===== src/rtl/legv8_multicycle_ctrl_pkg.sv =====
// Shared encodings for the LEGv8 multi-cycle controller and its opcode decoder.
package legv8_multicycle_ctrl_pkg;

  localparam int unsigned OPC_W    = 11;
  localparam int unsigned ALU_OP_W = 4;
  localparam int unsigned PC_SRC_W = 2;
  localparam int unsigned STATE_W  = 3;
  localparam int unsigned WAIT_W   = 8;

  // Exact-match opcodes
  localparam logic [OPC_W-1:0] OPC_ADD  = 11'b10001011000;
  localparam logic [OPC_W-1:0] OPC_SUB  = 11'b11001011000;
  localparam logic [OPC_W-1:0] OPC_AND  = 11'b10001010000;
  localparam logic [OPC_W-1:0] OPC_ORR  = 11'b10101010000;
  localparam logic [OPC_W-1:0] OPC_LDUR = 11'b11111000010;
  localparam logic [OPC_W-1:0] OPC_STUR = 11'b11111000000;

  // Masked opcodes (low bits belong to the immediate field)
  localparam logic [OPC_W-1:0] OPC_CBZ      = 11'b10110100000;
  localparam logic [OPC_W-1:0] OPC_CBZ_MASK = 11'b11111111000;
  localparam logic [OPC_W-1:0] OPC_B        = 11'b00010100000;
  localparam logic [OPC_W-1:0] OPC_B_MASK   = 11'b11111100000;

  localparam logic [ALU_OP_W-1:0] ALU_AND    = 4'b0000;
  localparam logic [ALU_OP_W-1:0] ALU_ORR    = 4'b0001;
  localparam logic [ALU_OP_W-1:0] ALU_ADD    = 4'b0010;
  localparam logic [ALU_OP_W-1:0] ALU_SUB    = 4'b0110;
  localparam logic [ALU_OP_W-1:0] ALU_PASS_B = 4'b0111;

  localparam logic [PC_SRC_W-1:0] PC_SRC_PLUS4  = 2'd0;
  localparam logic [PC_SRC_W-1:0] PC_SRC_COND   = 2'd1;
  localparam logic [PC_SRC_W-1:0] PC_SRC_UNCOND = 2'd2;

  typedef enum logic [STATE_W-1:0] {
    ST_FETCH  = 3'd0,
    ST_DECODE = 3'd1,
    ST_EXEC   = 3'd2,
    ST_MEM    = 3'd3,
    ST_WB     = 3'd4,
    ST_FAULT  = 3'd5
  } state_t;

  typedef enum logic [2:0] {
    CLS_ILLEGAL = 3'd0,
    CLS_RTYPE   = 3'd1,
    CLS_LDUR    = 3'd2,
    CLS_STUR    = 3'd3,
    CLS_CBZ     = 3'd4,
    CLS_B       = 3'd5
  } class_t;

  // True when the don't-care-masked opcode matches the pattern
  function automatic logic opc_match(input logic [OPC_W-1:0] opc,
                                     input logic [OPC_W-1:0] pattern,
                                     input logic [OPC_W-1:0] mask);
    return (opc & mask) == (pattern & mask);
  endfunction

endpackage


===== src/rtl/legv8_opcode_decode.sv =====
// Combinational opcode classifier; also yields the ALU operation for R-types.
module legv8_opcode_decode
  import legv8_multicycle_ctrl_pkg::*;
(
  input  logic [OPC_W-1:0]    opcode,
  output class_t              op_class,
  output logic [ALU_OP_W-1:0] rtype_alu_op
);

  // Priority-free decode: every legal pattern is disjoint from the others
  always_comb begin
    op_class     = CLS_ILLEGAL;
    rtype_alu_op = ALU_AND;
    if (opcode == OPC_ADD) begin
      op_class     = CLS_RTYPE;
      rtype_alu_op = ALU_ADD;
    end else if (opcode == OPC_SUB) begin
      op_class     = CLS_RTYPE;
      rtype_alu_op = ALU_SUB;
    end else if (opcode == OPC_AND) begin
      op_class     = CLS_RTYPE;
      rtype_alu_op = ALU_AND;
    end else if (opcode == OPC_ORR) begin
      op_class     = CLS_RTYPE;
      rtype_alu_op = ALU_ORR;
    end else if (opcode == OPC_LDUR) begin
      op_class = CLS_LDUR;
    end else if (opcode == OPC_STUR) begin
      op_class = CLS_STUR;
    end else if (opc_match(opcode, OPC_CBZ, OPC_CBZ_MASK)) begin
      op_class = CLS_CBZ;
    end else if (opc_match(opcode, OPC_B, OPC_B_MASK)) begin
      op_class = CLS_B;
    end
  end

endmodule


===== src/rtl/legv8_multicycle_ctrl.sv =====
// LEGv8 multi-cycle control sequencer: FETCH/DECODE/EXEC/MEM/WB with memory
// handshake, timeout trap and illegal-opcode trap.
module legv8_multicycle_ctrl
  import legv8_multicycle_ctrl_pkg::*;
#(
  parameter int unsigned MEM_TIMEOUT = 15
) (
  input  logic                clock,
  input  logic                reset,
  input  logic [OPC_W-1:0]    instr_31_21,
  input  logic                alu_zero,
  input  logic                mem_ready,
  output logic                pc_write,
  output logic [PC_SRC_W-1:0] pc_src,
  output logic                ir_write,
  output logic                reg_write,
  output logic                reg2loc,
  output logic                mem_read,
  output logic                mem_write,
  output logic                mem_to_reg,
  output logic                alu_src,
  output logic [ALU_OP_W-1:0] alu_op,
  output logic                instr_done,
  output logic                fault,
  output logic [STATE_W-1:0]  state
);

  state_t              cur_state;
  state_t              nxt_state;
  class_t              cls_q;
  class_t              dec_class;
  logic [ALU_OP_W-1:0] alu_q;
  logic [ALU_OP_W-1:0] dec_alu;
  logic [WAIT_W-1:0]   wait_cnt;
  logic                timeout_hit;

  legv8_opcode_decode u_decode (
    .opcode       (instr_31_21),
    .op_class     (dec_class),
    .rtype_alu_op (dec_alu)
  );

  // A ready in the limit cycle wins, so the trap needs ready low
  assign timeout_hit = !mem_ready && (wait_cnt == WAIT_W'(MEM_TIMEOUT));
  assign state       = cur_state;

  // State register
  always_ff @(posedge clock or posedge reset) begin
    if (reset) begin
      cur_state <= ST_FETCH;
    end else begin
      cur_state <= nxt_state;
    end
  end

  // Class register, loaded once per instruction at the end of DECODE
  always_ff @(posedge clock or posedge reset) begin
    if (reset) begin
      cls_q <= CLS_ILLEGAL;
      alu_q <= ALU_AND;
    end else if (cur_state == ST_DECODE) begin
      cls_q <= dec_class;
      alu_q <= dec_alu;
    end
  end

  // Memory wait counter: restarts on every state change, counts unready
  // cycles while a FETCH or MEM access is outstanding
  always_ff @(posedge clock or posedge reset) begin
    if (reset) begin
      wait_cnt <= '0;
    end else if (nxt_state != cur_state) begin
      wait_cnt <= '0;
    end else if (((cur_state == ST_FETCH) || (cur_state == ST_MEM)) && !mem_ready) begin
      wait_cnt <= wait_cnt + WAIT_W'(1);
    end
  end

  // Sticky fault flag, raised together with entry into FAULT
  always_ff @(posedge clock or posedge reset) begin
    if (reset) begin
      fault <= 1'b0;
    end else if (nxt_state == ST_FAULT) begin
      fault <= 1'b1;
    end
  end

  // Next-state logic; DECODE steers on the live decode since the class
  // register only loads at the end of that cycle
  always_comb begin
    nxt_state = cur_state;
    case (cur_state)
      ST_FETCH: begin
        if (mem_ready) begin
          nxt_state = ST_DECODE;
        end else if (timeout_hit) begin
          nxt_state = ST_FAULT;
        end
      end
      ST_DECODE: begin
        nxt_state = (dec_class == CLS_ILLEGAL) ? ST_FAULT : ST_EXEC;
      end
      ST_EXEC: begin
        case (cls_q)
          CLS_RTYPE:          nxt_state = ST_WB;
          CLS_LDUR, CLS_STUR: nxt_state = ST_MEM;
          CLS_CBZ, CLS_B:     nxt_state = ST_FETCH;
          default:            nxt_state = ST_FAULT;
        endcase
      end
      ST_MEM: begin
        if (mem_ready) begin
          nxt_state = (cls_q == CLS_LDUR) ? ST_WB : ST_FETCH;
        end else if (timeout_hit) begin
          nxt_state = ST_FAULT;
        end
      end
      ST_WB:    nxt_state = ST_FETCH;
      ST_FAULT: nxt_state = ST_FAULT;
      default:  nxt_state = ST_FAULT;
    endcase
  end

  // Datapath strobes from state and latched class; all held low in reset
  always_comb begin
    pc_write   = 1'b0;
    pc_src     = PC_SRC_PLUS4;
    ir_write   = 1'b0;
    reg_write  = 1'b0;
    reg2loc    = 1'b0;
    mem_read   = 1'b0;
    mem_write  = 1'b0;
    mem_to_reg = 1'b0;
    alu_src    = 1'b0;
    alu_op     = ALU_AND;
    instr_done = 1'b0;
    if (!reset) begin
      case (cur_state)
        ST_FETCH: begin
          mem_read = 1'b1;
          if (mem_ready) begin
            ir_write = 1'b1;
            pc_write = 1'b1;
            pc_src   = PC_SRC_PLUS4;
          end
        end
        ST_EXEC: begin
          case (cls_q)
            CLS_RTYPE: begin
              alu_src = 1'b0;
              alu_op  = alu_q;
            end
            CLS_LDUR, CLS_STUR: begin
              alu_src = 1'b1;
              alu_op  = ALU_ADD;
            end
            CLS_CBZ: begin
              reg2loc    = 1'b1;
              alu_op     = ALU_PASS_B;
              instr_done = 1'b1;
              if (alu_zero) begin
                pc_write = 1'b1;
                pc_src   = PC_SRC_COND;
              end
            end
            CLS_B: begin
              pc_write   = 1'b1;
              pc_src     = PC_SRC_UNCOND;
              instr_done = 1'b1;
            end
            default: begin
            end
          endcase
        end
        ST_MEM: begin
          alu_src = 1'b1;
          alu_op  = ALU_ADD;
          if (cls_q == CLS_LDUR) begin
            mem_read = 1'b1;
          end
          if (cls_q == CLS_STUR) begin
            mem_write  = 1'b1;
            instr_done = mem_ready;
          end
        end
        ST_WB: begin
          reg_write  = 1'b1;
          instr_done = 1'b1;
          if (cls_q == CLS_LDUR) begin
            mem_to_reg = 1'b1;
          end else begin
            alu_op = alu_q;
          end
        end
        default: begin
        end
      endcase
    end
  end

endmodule


===== config.mk =====
export PLATFORM = sky130hd
export DESIGN_NAME = legv8_multicycle_ctrl
export DESIGN_NICKNAME = d
export VERILOG_FILES = /design/src/rtl/legv8_multicycle_ctrl_pkg.sv /design/src/rtl/legv8_opcode_decode.sv /design/src/rtl/legv8_multicycle_ctrl.sv
export SDC_FILE = /design/constraint.sdc
export NUM_CORES = 1
export LEC_CHECK = 0
export CAP_MARGIN = 20
export CORE_ASPECT_RATIO = 0.9
export CORE_MARGIN = 2
export CORE_UTILIZATION = 31
export CTS_BUF_LIST = sky130_fd_sc_hd__clkbuf_4 sky130_fd_sc_hd__clkbuf_8
export CTS_CLUSTER_SIZE = 25
export DETAILED_ROUTE_END_ITERATION = 7
export MAX_ROUTING_LAYER = met4
export PLACE_DENSITY = 0.55
export SLEW_MARGIN = 10
export SYNTH_ARGS = -nofsm -noshare
export SYNTH_HDL_FRONTEND = slang
export SYNTH_HIERARCHICAL = 1
export SYNTH_SLANG_ARGS = --single-unit

===== constraint.sdc =====
create_clock -name clock -period 5.6 [get_ports clock]
set_clock_uncertainty 0.2 [all_clocks]
set_input_delay 0.56 -clock clock [delete_from_list [all_inputs] [get_ports clock]]
set_output_delay 0.56 -clock clock [all_outputs]
set_load 0.01 [all_outputs]

# Word level (Yosys, flattened, before mapping)
# Cells that the tools add are included.
[word_totals]
in_bits = 15
register_bits = 19
out_inout_bits = 19
[op_classes]
eq_ne = 20
n_reduce_logical = 9
muxes = 56
add_sub_neg = 1
[op_table]
columns = ["cell", "count"]
rows = [
  ["$eq 11x11->1 const B", 6],
  ["$mux 3", 13],
  ["$mux 1", 24],
  ["$pmux 4 s3", 2],
  ["$mux 4", 5],
  ["$mux 8", 2],
  ["$pmux 3 s5", 1],
  ["$eq 3x2->1 const B", 4],
  ["$eq 3x3->1 const B", 4],
  ["$pmux 3 s3", 1],
  ["$add 8x1->8 const B", 1],
  ["$eq 8x4->1 const B", 1],
  ["$eq 8x8->1 const B", 1],
  ["$pmux 1 s2", 4],
  ["$eq 3x1->1 const B", 2],
  ["$eq 6x3->1 const B", 1],
  ["$logic_not 3->1", 2],
  ["$mux 2", 2],
  ["$pmux 2 s2", 1],
  ["$reduce_or 2->1", 2],
  ["$ne 3x3->1", 1],
  ["$pmux 1 s3", 1],
  ["$logic_and 1x1->1", 2],
  ["$reduce_bool 2->1", 1],
  ["other kinds (2)", 2],
]

# Logic depth before layout (Yosys ltp)
# Gate-level depths: netlist of the first run.
[logic_depth]
ltp_word = 14
mapped_depth = 8

# By module
# The synthesis of the first run kept the hierarchy.
[by_module_without_submodules]
columns = ["mod", "cells_per_inst", "area_per_inst_um2", "instances"]
rows = [
  ["legv8_multicycle_ctrl", 151, 1336.3, 1],
  ["legv8_opcode_decode", 23, 158.9, 1],
]

# Worst setup path after synthesis of the first run
# Ideal clock, no wire load.
[synth_path]
path_kind = "flip-flop to output port"
startpoint = "register cls_q[2]"
endpoint = "output pc_write"
path_stages_with_launch = 6
arrival_time_ns = 1.720
path_slack_ns = 3.120
n_path_buf = 1
path_cell_list = "dfrtp_1 > clkbuf_1 > nor2b_1 > nand3_1 > o21bai_1 > a2111oi_0"
[synth_between]
elab_chain_len = 4
word_cells_on_any_way = 5
classes_between = "2 x eq/ne; 3 x mux"
[synth_rtl]
columns = ["item", "line", "rtl"]
rows = [
  ["start, declared", "legv8_multicycle_ctrl.sv:30", "class_t cls_q;"],
  ["start signal, assigned", "legv8_multicycle_ctrl.sv:62", "cls_q <= dec_class;"],
  ["$eq 3x3->1", "legv8_multicycle_ctrl.sv:148", "case (cls_q)"],
  ["$pmux 1 s2 *", "legv8_multicycle_ctrl.sv:148", ""],
  ["$pmux 1 s2 *", "legv8_multicycle_ctrl.sv:138", "case (cur_state)"],
  ["$mux 1 *", "legv8_multicycle_ctrl.sv:137", "if (!reset) begin"],
  ["end, declared", "legv8_multicycle_ctrl.sv:13", "output logic pc_write,"],
]
# Mark *: on every way between the ends. The rest lies on a longest branch, timed or not.

# Final worst setup path of the first run
[layout_path]
startpoint = "register cur_state[1], in the netlist state[1]"
endpoint = "output pc_write"
[layout_between]
elab_chain_len = 3
word_cells_on_any_way = 4
classes_between = "1 x eq/ne; 2 x mux; 1 x reduce/logical"
[layout_rtl]
columns = ["item", "line", "rtl"]
rows = [
  ["start, declared", "legv8_multicycle_ctrl.sv:28", "state_t cur_state;"],
  ["start signal, assigned", "legv8_multicycle_ctrl.sv:52", "cur_state <= nxt_state;"],
  ["$eq 3x2->1 / $logic_not 3->1 (equally long branches)", "legv8_multicycle_ctrl.sv:138", ""],
  ["$pmux 1 s2 *", "legv8_multicycle_ctrl.sv:138", ""],
  ["$mux 1 *", "legv8_multicycle_ctrl.sv:137", ""],
]
# Marked as above.

==> summary.md, run 1 <==
| Metric | Value |
|---|---|
| Outcome | `finished, final reports clean` |
| Syn Area/Cell | `8.59 um^2` |
| Worst-case reg-to-reg path depth | `5` |
| Simple-gate share of the synthesized area | `a little under a third` |
| Iter 0 DRT Violations | `between 100 and 150` |
| Final Wtd Congestion | `between 0.8 and 0.9` |
| Layout area overhead | `27.4%` |
| Mapped Cells | `between 150 and 200` |
| CTS clock-pin slew for the worst setup and hold paths | `70 ps` |
| Final setup violating endpoints | `0` |
| Hold_buf cts | `0` |
| R2R setup slack | `about 3000 ps` |
| Clock buffer depth | `2` |
| Multiplexer area fraction after synthesis | `about 5.9%` |
| Top Metal Used | `met4` |
| Area occupied by multi-input gates | `around 950 um^2` |
| Slowest CP cell | `dfrtp_1` |
| Share of cells above drive strength 1 | `about 10%` |
| Endpoint, Worst Hold | `fault` |
| IO Count | `34` |
| Post-route minimum period | `3400 ps` |
| Crit path max-delay family | `flip-flops` |
| Critical path arrival | `~2600 ps` |
| Compound-Gate Fraction of Synth Area | `20.4%` |
| Final worst-path cycle share | `roughly three fifths` |
| Post-synth EDFFs | `0` |
| Slew @ Worst Pin | `~780 ps` |
| Post-CTS Setup Bufs | `0` |
| Register area | `475 um^2` |
| CP Launch Type | `register` |
| Synth Cell Area | `~1500 um^2` |
| Buf+Inv Stages, Crit Path | `1` |
| Metal-1 WL | `approximately 2000 um` |
| First-pass GRT wire length | `between 6000 and 7000 um` |
| Top cells by area, synth | `dfrtp_1 32%, mux2_2 4.5%, nor4_1 4.2%, nand2_1 4.0%, nor2_1 2.8%` |
| Fill count | `~470` |
| Worst Setup End Kind | `primary output` |
| Met3 wire len | `223 um` |
| Main combinational cell family by area after synthesis | `simple AND/OR/NAND/NOR gates` |
| CTS Buf Count | `3` |
| TritonCTS clock tree | `yes` |
| PortBufs | `33` |
| Nets | `~220` |
| Crit-path cells | `nor2b_1 > nand3_1 > o21bai_1 > a2111oi_0 > clkdlybuf4s50_1` |
| Clock Latency Late Sink | `260 ps` |
| Relative slew slack | `between 40% and 50%` |
| Chip width | `77.2 um` |
| WS Path Type | `register to primary output` |
| Max rail drop VDD | `roughly 130 uV` |
| RSZ-0062 raised after global routing | `false` |
| Routed wl met2 | `~1700 um` |
| ANT cells | `0` |
| Antenna viol nets, final | `0` |
| Effective utilization at floorplan | `roughly a third` |
| Post-Synth XOR/XNOR Area | `4.69%` |
| CTS sink cnt | `19` |
| WL per Instance | `roughly 15 um` |
| Drt drc | `0` |
| Setup TNS | `0 ps` |
| Clk root buf | `clkbuf_8` |
| Overflow after GRT | `0` |
| CP Max Fanout | `17` |
| Hold Path Class | `register to register` |
| R2R Path Start | `state[0]` |
| Largest net degree at the start of global routing | `25` |
| Post-Synth Adder-Cell Area | `less than 1%` |
| Ys flop type | `dfrtp_1` |
| Die area | `between 5000 and 6000 um^2` |
| Resized Gates After CTS | `0` |
| Hold depth | `1` |
| Hold path start | `fault` |
| # rows | `23` |
| Commonest cells in the netlist | `19 x dfrtp_1, 16 x nand2_1, 11 x nor2_1` |
| FF+latch count, synth | `19` |
| CP Data Required Time | `about 4800 ps` |
| Post-synthesis cell type count | `60` |
| Fraction of registers with async set/reset | `100%` |
| Max-cap violations | `0` |
| Power Density | `about 160 nW/um^2` |
| Vias in the first global route | `1387` |
| FF-to-FF End | `wait_cnt[7]` |
| Via Count | `roughly 1.4k` |
| Static Leak | `between 0.7 and 0.8 nW` |
| Antenna violations before repair | `0` |
| Yosys Warn Count | `6` |
| Vias per cell | `5.48` |
| Synth top area share | `31.8%` |
| DRT Pass-1 Iters | `4` |
| Core area | `4550 um^2` |
| WL final | `~4000 um` |
| Area leader, netlist | `dfrtp_1` |
| Fin. Hold Viols | `0` |
| Seq/Total Area, Yosys | `between 30% and 40%` |
| Max Slew Vio Count | `0` |
| Tot Pwr | `0.308 mW` |
| Die Height | `around 70 um` |
| CTS H-tree lvls | `1` |
| HPWL after DPL | `roughly 3000 um` |
| Gr usage total | `between 15 and 20%` |
| Worst path max stage delay | `roughly 640 ps` |
| Count leader, synth | `dfrtp_1` |
| FMAX | `slightly below 300 MHz` |
| Syn_nets | `190` |
-- cell families (layout without fill, tap and decap cells) --
| family | after synthesis | in the layout |
|---|---|---|
| AND/OR/NAND/NOR | 80 | 80 |
| adder cells (fa/ha/maj) | 1 | 1 |
| flip-flops | 19 | 19 |
| multiplexers | 8 | 8 |
| other | 1 | 1 |
| AO/OA/AOI/OAI | 39 | 39 |
| XOR/XNOR | 8 | 8 |
| buffers and inverters | 18 | 44 |
-- worst max path at each step --
stage | from | end | cells past startpoint
2_1_floorplan | cls_q[2] | pc_write | 5
3_3_place_gp | reset | mem_read | 4
3_5_place_dp | reset | mem_read | 4
4_1_cts | reset | mem_read | 4
5_1_grt | state[0] | pc_write | 5
6_report | state[1] | pc_write | 5
-- per-layer routing --
metal,up-vias,track usage (%)
li1,703,-
met1,690,23.0
met2,41,22.8
met3,2,2.84
met4,0,2.78
met5,-,-
-- per-stage QoR --
| step | area, um^2 | utilization (%) | cells | setup slack [ps] | hold slack (ps) |
|---|---|---|---|---|---|
| 6_report | 1910 | 41.9 | 262 | 2200 | 260 |
| 3_3_place_gp | 1860 | 40.8 | 258 | 2250 | 241 |
| 3_5_place_dp | 1860 | 40.8 | 258 | 2180 | 246 |
| 5_1_grt | 1910 | 41.9 | 262 | 1950 | 290 |
| 4_1_cts | 1910 | 41.9 | 262 | 2170 | 268 |
| 2_1_floorplan | 1500 | - | 174 | 3120 | 271 |
-- layout by cell type (no fill, tap or decap), types with 2 or more instances in the layout --
| cell type | synthesis | routed |
|---|---|---|
| clkdlybuf4s50_1 | 0 | 33 |
| dfrtp_1 | 19 | 19 |
| nand2_1 | 16 | 16 |
| nor2_1 | 11 | 11 |
| nor4_1 | 10 | 10 |
| a21oi_1 | 7 | 7 |
| nor2b_1 | 6 | 6 |
| nor3_1 | 6 | 6 |
| inv_1 | 6 | 6 |
| mux2_2 | 6 | 6 |
| nand2b_1 | 5 | 5 |
| xor2_1 | 4 | 4 |
| or3_1 | 4 | 4 |
| nand3_1 | 4 | 4 |
| o22ai_1 | 4 | 4 |
| xnor2_1 | 4 | 4 |
| clkbuf_8 | 0 | 3 |
| mux2i_1 | 2 | 2 |
| o2111ai_1 | 2 | 2 |
| o311a_1 | 2 | 2 |
| o31a_1 | 2 | 2 |
| or3_4 | 2 | 2 |
| o21bai_1 | 2 | 2 |
| nand4b_1 | 2 | 2 |
| o21ai_0 | 2 | 2 |
| nand4_1 | 2 | 2 |
-- report_power, final --
group          switching [mW]  total, mW  internal, mW
Combinational          0.0301     0.0535        0.0234
Sequential            0.00923      0.151         0.142
Clock                  0.0475      0.103        0.0555
-- worst register-to-register path, delay by kind of cell (launching register included) --
kind | cells | cell delay [ps]
flops | 1 | 810
simple gates | 3 | 1100
xor+xnor | 2 | 400
-- registers in the layout (all words and copies together) (netlist names) --
register / count
fault: 1
wait_cnt: 8
alu_q: 4
cls_q: 3
state: 3
-- area by class of cell --
cell class / instances / share of cell area, %
Multi-Input combinational cell: 137 / 49.7
Tap cell: 62 / 4.07
Inverter: 7 / 1.38
Clock buffer: 4 / 2.56
Timing Repair Buffer: 33 / 17.3
Sequential cell: 19 / 25.0
No activity file was read; power rests on OpenSTA's default activity.
==> run 2: changes to the inputs <==
PLACE_DENSITY = 0.57   (was 0.55)
clock period = 2.7 ns   (was 5.6 ns; I/O delays follow)
==> summary.md, run 2 (same netlist as run 1, synthesis figures left out) <==
| Metric | Value |
|---|---|
| Outcome | `finished, final reports clean` |
| Max FFs per register | `8` |
| CP Max Fanout | `16` |
| HPWL after DPL | `between 3000 and 4000 um` |
| Clock buffer depth | `2` |
| Worst Setup End Kind | `primary output` |
| Iter 0 DRT Violations | `between 50 and 60` |
| Clock Latency Late Sink | `approximately 260 ps` |
| Antenna viol nets, final | `0` |
| DRT Pass-1 Iters | `4` |
| Clk root buf | `clkbuf_8` |
| Fin. Hold Viols | `0` |
| # rows | `23` |
| Max rail drop VDD | `153 uV` |
| Max Slew Vio Count | `0` |
| Final core utilization | `roughly 45%` |
| Overflow after GRT | `0` |
| Most common cell after layout, fill and taps aside | `clkdlybuf4s50_1` |
| Placed insts | `276` |
| Register area | `475 um^2` |
| WL per Instance | `between 10 and 15 um` |
| Pre-CTS setup slack | `approximately 36 ps` |
| Drt drc | `0` |
| CP Data Required Time | `roughly 2200 ps` |
| Vias per cell | `around 5.3` |
| Fill count | `466` |
| Sw power | `approximately 0.18 mW` |
| TritonCTS clock tree | `yes` |
| Hold Path Class | `register to register` |
| R2R Path Start | `wait_cnt[4]` |
| Part of the power in registers | `a little under half` |
| Biggest regs | `wait_cnt: 8 flops, alu_q: 4 flops` |
| Share of cells above drive strength 1 | `a little over 20%` |
| Combinational power share | `20.1%` |
| Die area | `approximately 5400 um^2` |
| PortBufs | `33` |
| Final worst-path cycle share | `94.9%` |
| Most frequent cells in the layout | `32 x clkdlybuf4s50_1, 19 x dfrtp_1, 18 x buf_4` |
| CP Launch Point | `state[1]` |
| First-pass GRT wire length | `between 6000 and 7000 um` |
| Tot Pwr | `around 0.65 mW` |
| CTS sink cnt | `19` |
| CP Launch Type | `register` |
| Post-route minimum period | `approximately 2600 ps` |
| ANT cells | `0` |
| Nets | `approximately 240` |
| Effective utilization at floorplan | `between 30% and 40%` |
| WL final | `~4000 um` |
| Slowest CP cell | `clkdlybuf4s50_1` |
| Switching share of total power | `approximately 28%` |
| Die Height | `69.9 um` |
| Internal power | `between 0.4 and 0.5 mW` |
| Power Density | `~320 nW/um^2` |
| Via Count | `1471` |
| Largest net degree at the start of global routing | `20` |
| WS Path Type | `register to primary output` |
| Static Leak | `~0.84 nW` |
| Clock share of power | `approximately a third` |
| Worst path max stage delay | `between 500 and 600 ps` |
| IO Count | `34` |
| Layout area overhead | `38.2%` |
| CTS clock-pin slew for the worst setup and hold paths | `70 ps` |
| Gr usage total | `16.1%` |
| Post-CTS Setup Bufs | `0` |
| Fin cells | `280` |
| Biggest register | `wait_cnt` |
| Setup TNS | `0 ps` |
| Final Wtd Congestion | `0.788` |
| Hold_buf cts | `0` |
| Fin worst setup slack | `about 140 ps` |
| Crit-path cells | `buf_4 > nor2_2 > nand2_1 > a21oi_2 > and3_1 > clkdlybuf4s50_1` |
| Vias in the first global route | `approximately 1.4k` |
| Max-cap violations | `0` |
| Final setup violating endpoints | `0` |
| Area occupied by multi-input gates | `slightly below 1000 um^2` |
| RSZ-0062 raised after global routing | `false` |
| CTS H-tree lvls | `1` |
| CTS Buf Count | `3` |
| Core area | `around 4500 um^2` |
| Critical path arrival | `between 2000 and 2500 ps` |
| Hold path start | `fault` |
| FMAX | `roughly 390 MHz` |
| Chip width | `77.2 um` |
| Antenna violations before repair | `0` |
[run 2: changes by cell type in the layout (fill, tap and decap cells not counted), sizes merged]
cell	previous run	this run
clkdlybuf4s50	33	32
dlygate4sd2	0	1
buf	0	18
[run 2: final cells by class]
type | count | share of cell area (%)
well taps | 62 | 3.75
inverters | 7 | 1.27
clock buffers | 4 | 2.36
multi-input cells | 137 | 47.2
flip-flops and latches | 19 | 23.0
repair buffers | 51 | 22.5
[run 2: repair_timing]
item,in CTS,in global routing
cloned,0,0
endpoints found under the setup margin,2,4
gates resized for setup,2,6
[run 2: power by group through the flow]
stage	logic, mW	registers [mW]	clock network, mW
2_1_floorplan	0.0730	0.310	0
5_1_grt	0.146	0.313	0.230
6_report	0.132	0.311	0.212
3_3_place_gp	0.128	0.314	0
4_1_cts	0.129	0.309	0.220
3_5_place_dp	0.128	0.314	0
[run 2: stage by stage]
stage               instance area [um^2]  hold slack, ps
floorplan                           1500             237
global placement                    1990             248
detailed placement                  1990             246
CTS                                 2040             267
global route                        2070             286
finish                              2070             263
[run 2: worst max-delay path, delay by kind of cell, from the launching register on]
kind	cells	cell delay (ps)
buffers and inverters	2	710
AND/OR/NAND/NOR	3	540
AO/OA/AOI/OAI	1	200
flip-flops	1	370
[run 2: worst paths after layout]
check | slack [ps] | end | cells past startpoint
worst max register to register | 430 | wait_cnt[2] | 5
worst max-delay path | 140 | alu_op[3] | 6
worst min register to register | 260 | fault | 1
max in group asynchronous | 1620 | state[2] | 4
min in group asynchronous | 460 | wait_cnt[1] | 4
worst min-delay path | 260 | fault | 1
[run 2: routing by layer]
| layer | vias up | GRT usage (%) | part of all wire [%] |
|---|---|---|---|
| met5 | - | - | 0 |
| met4 | 0 | 4.17 | 0.99 |
| met3 | 4 | 2.20 | 5.8 |
| met2 | 46 | 23.0 | 41 |
| met1 | 678 | 23.9 | 52 |
| li1 | 743 | - | - |
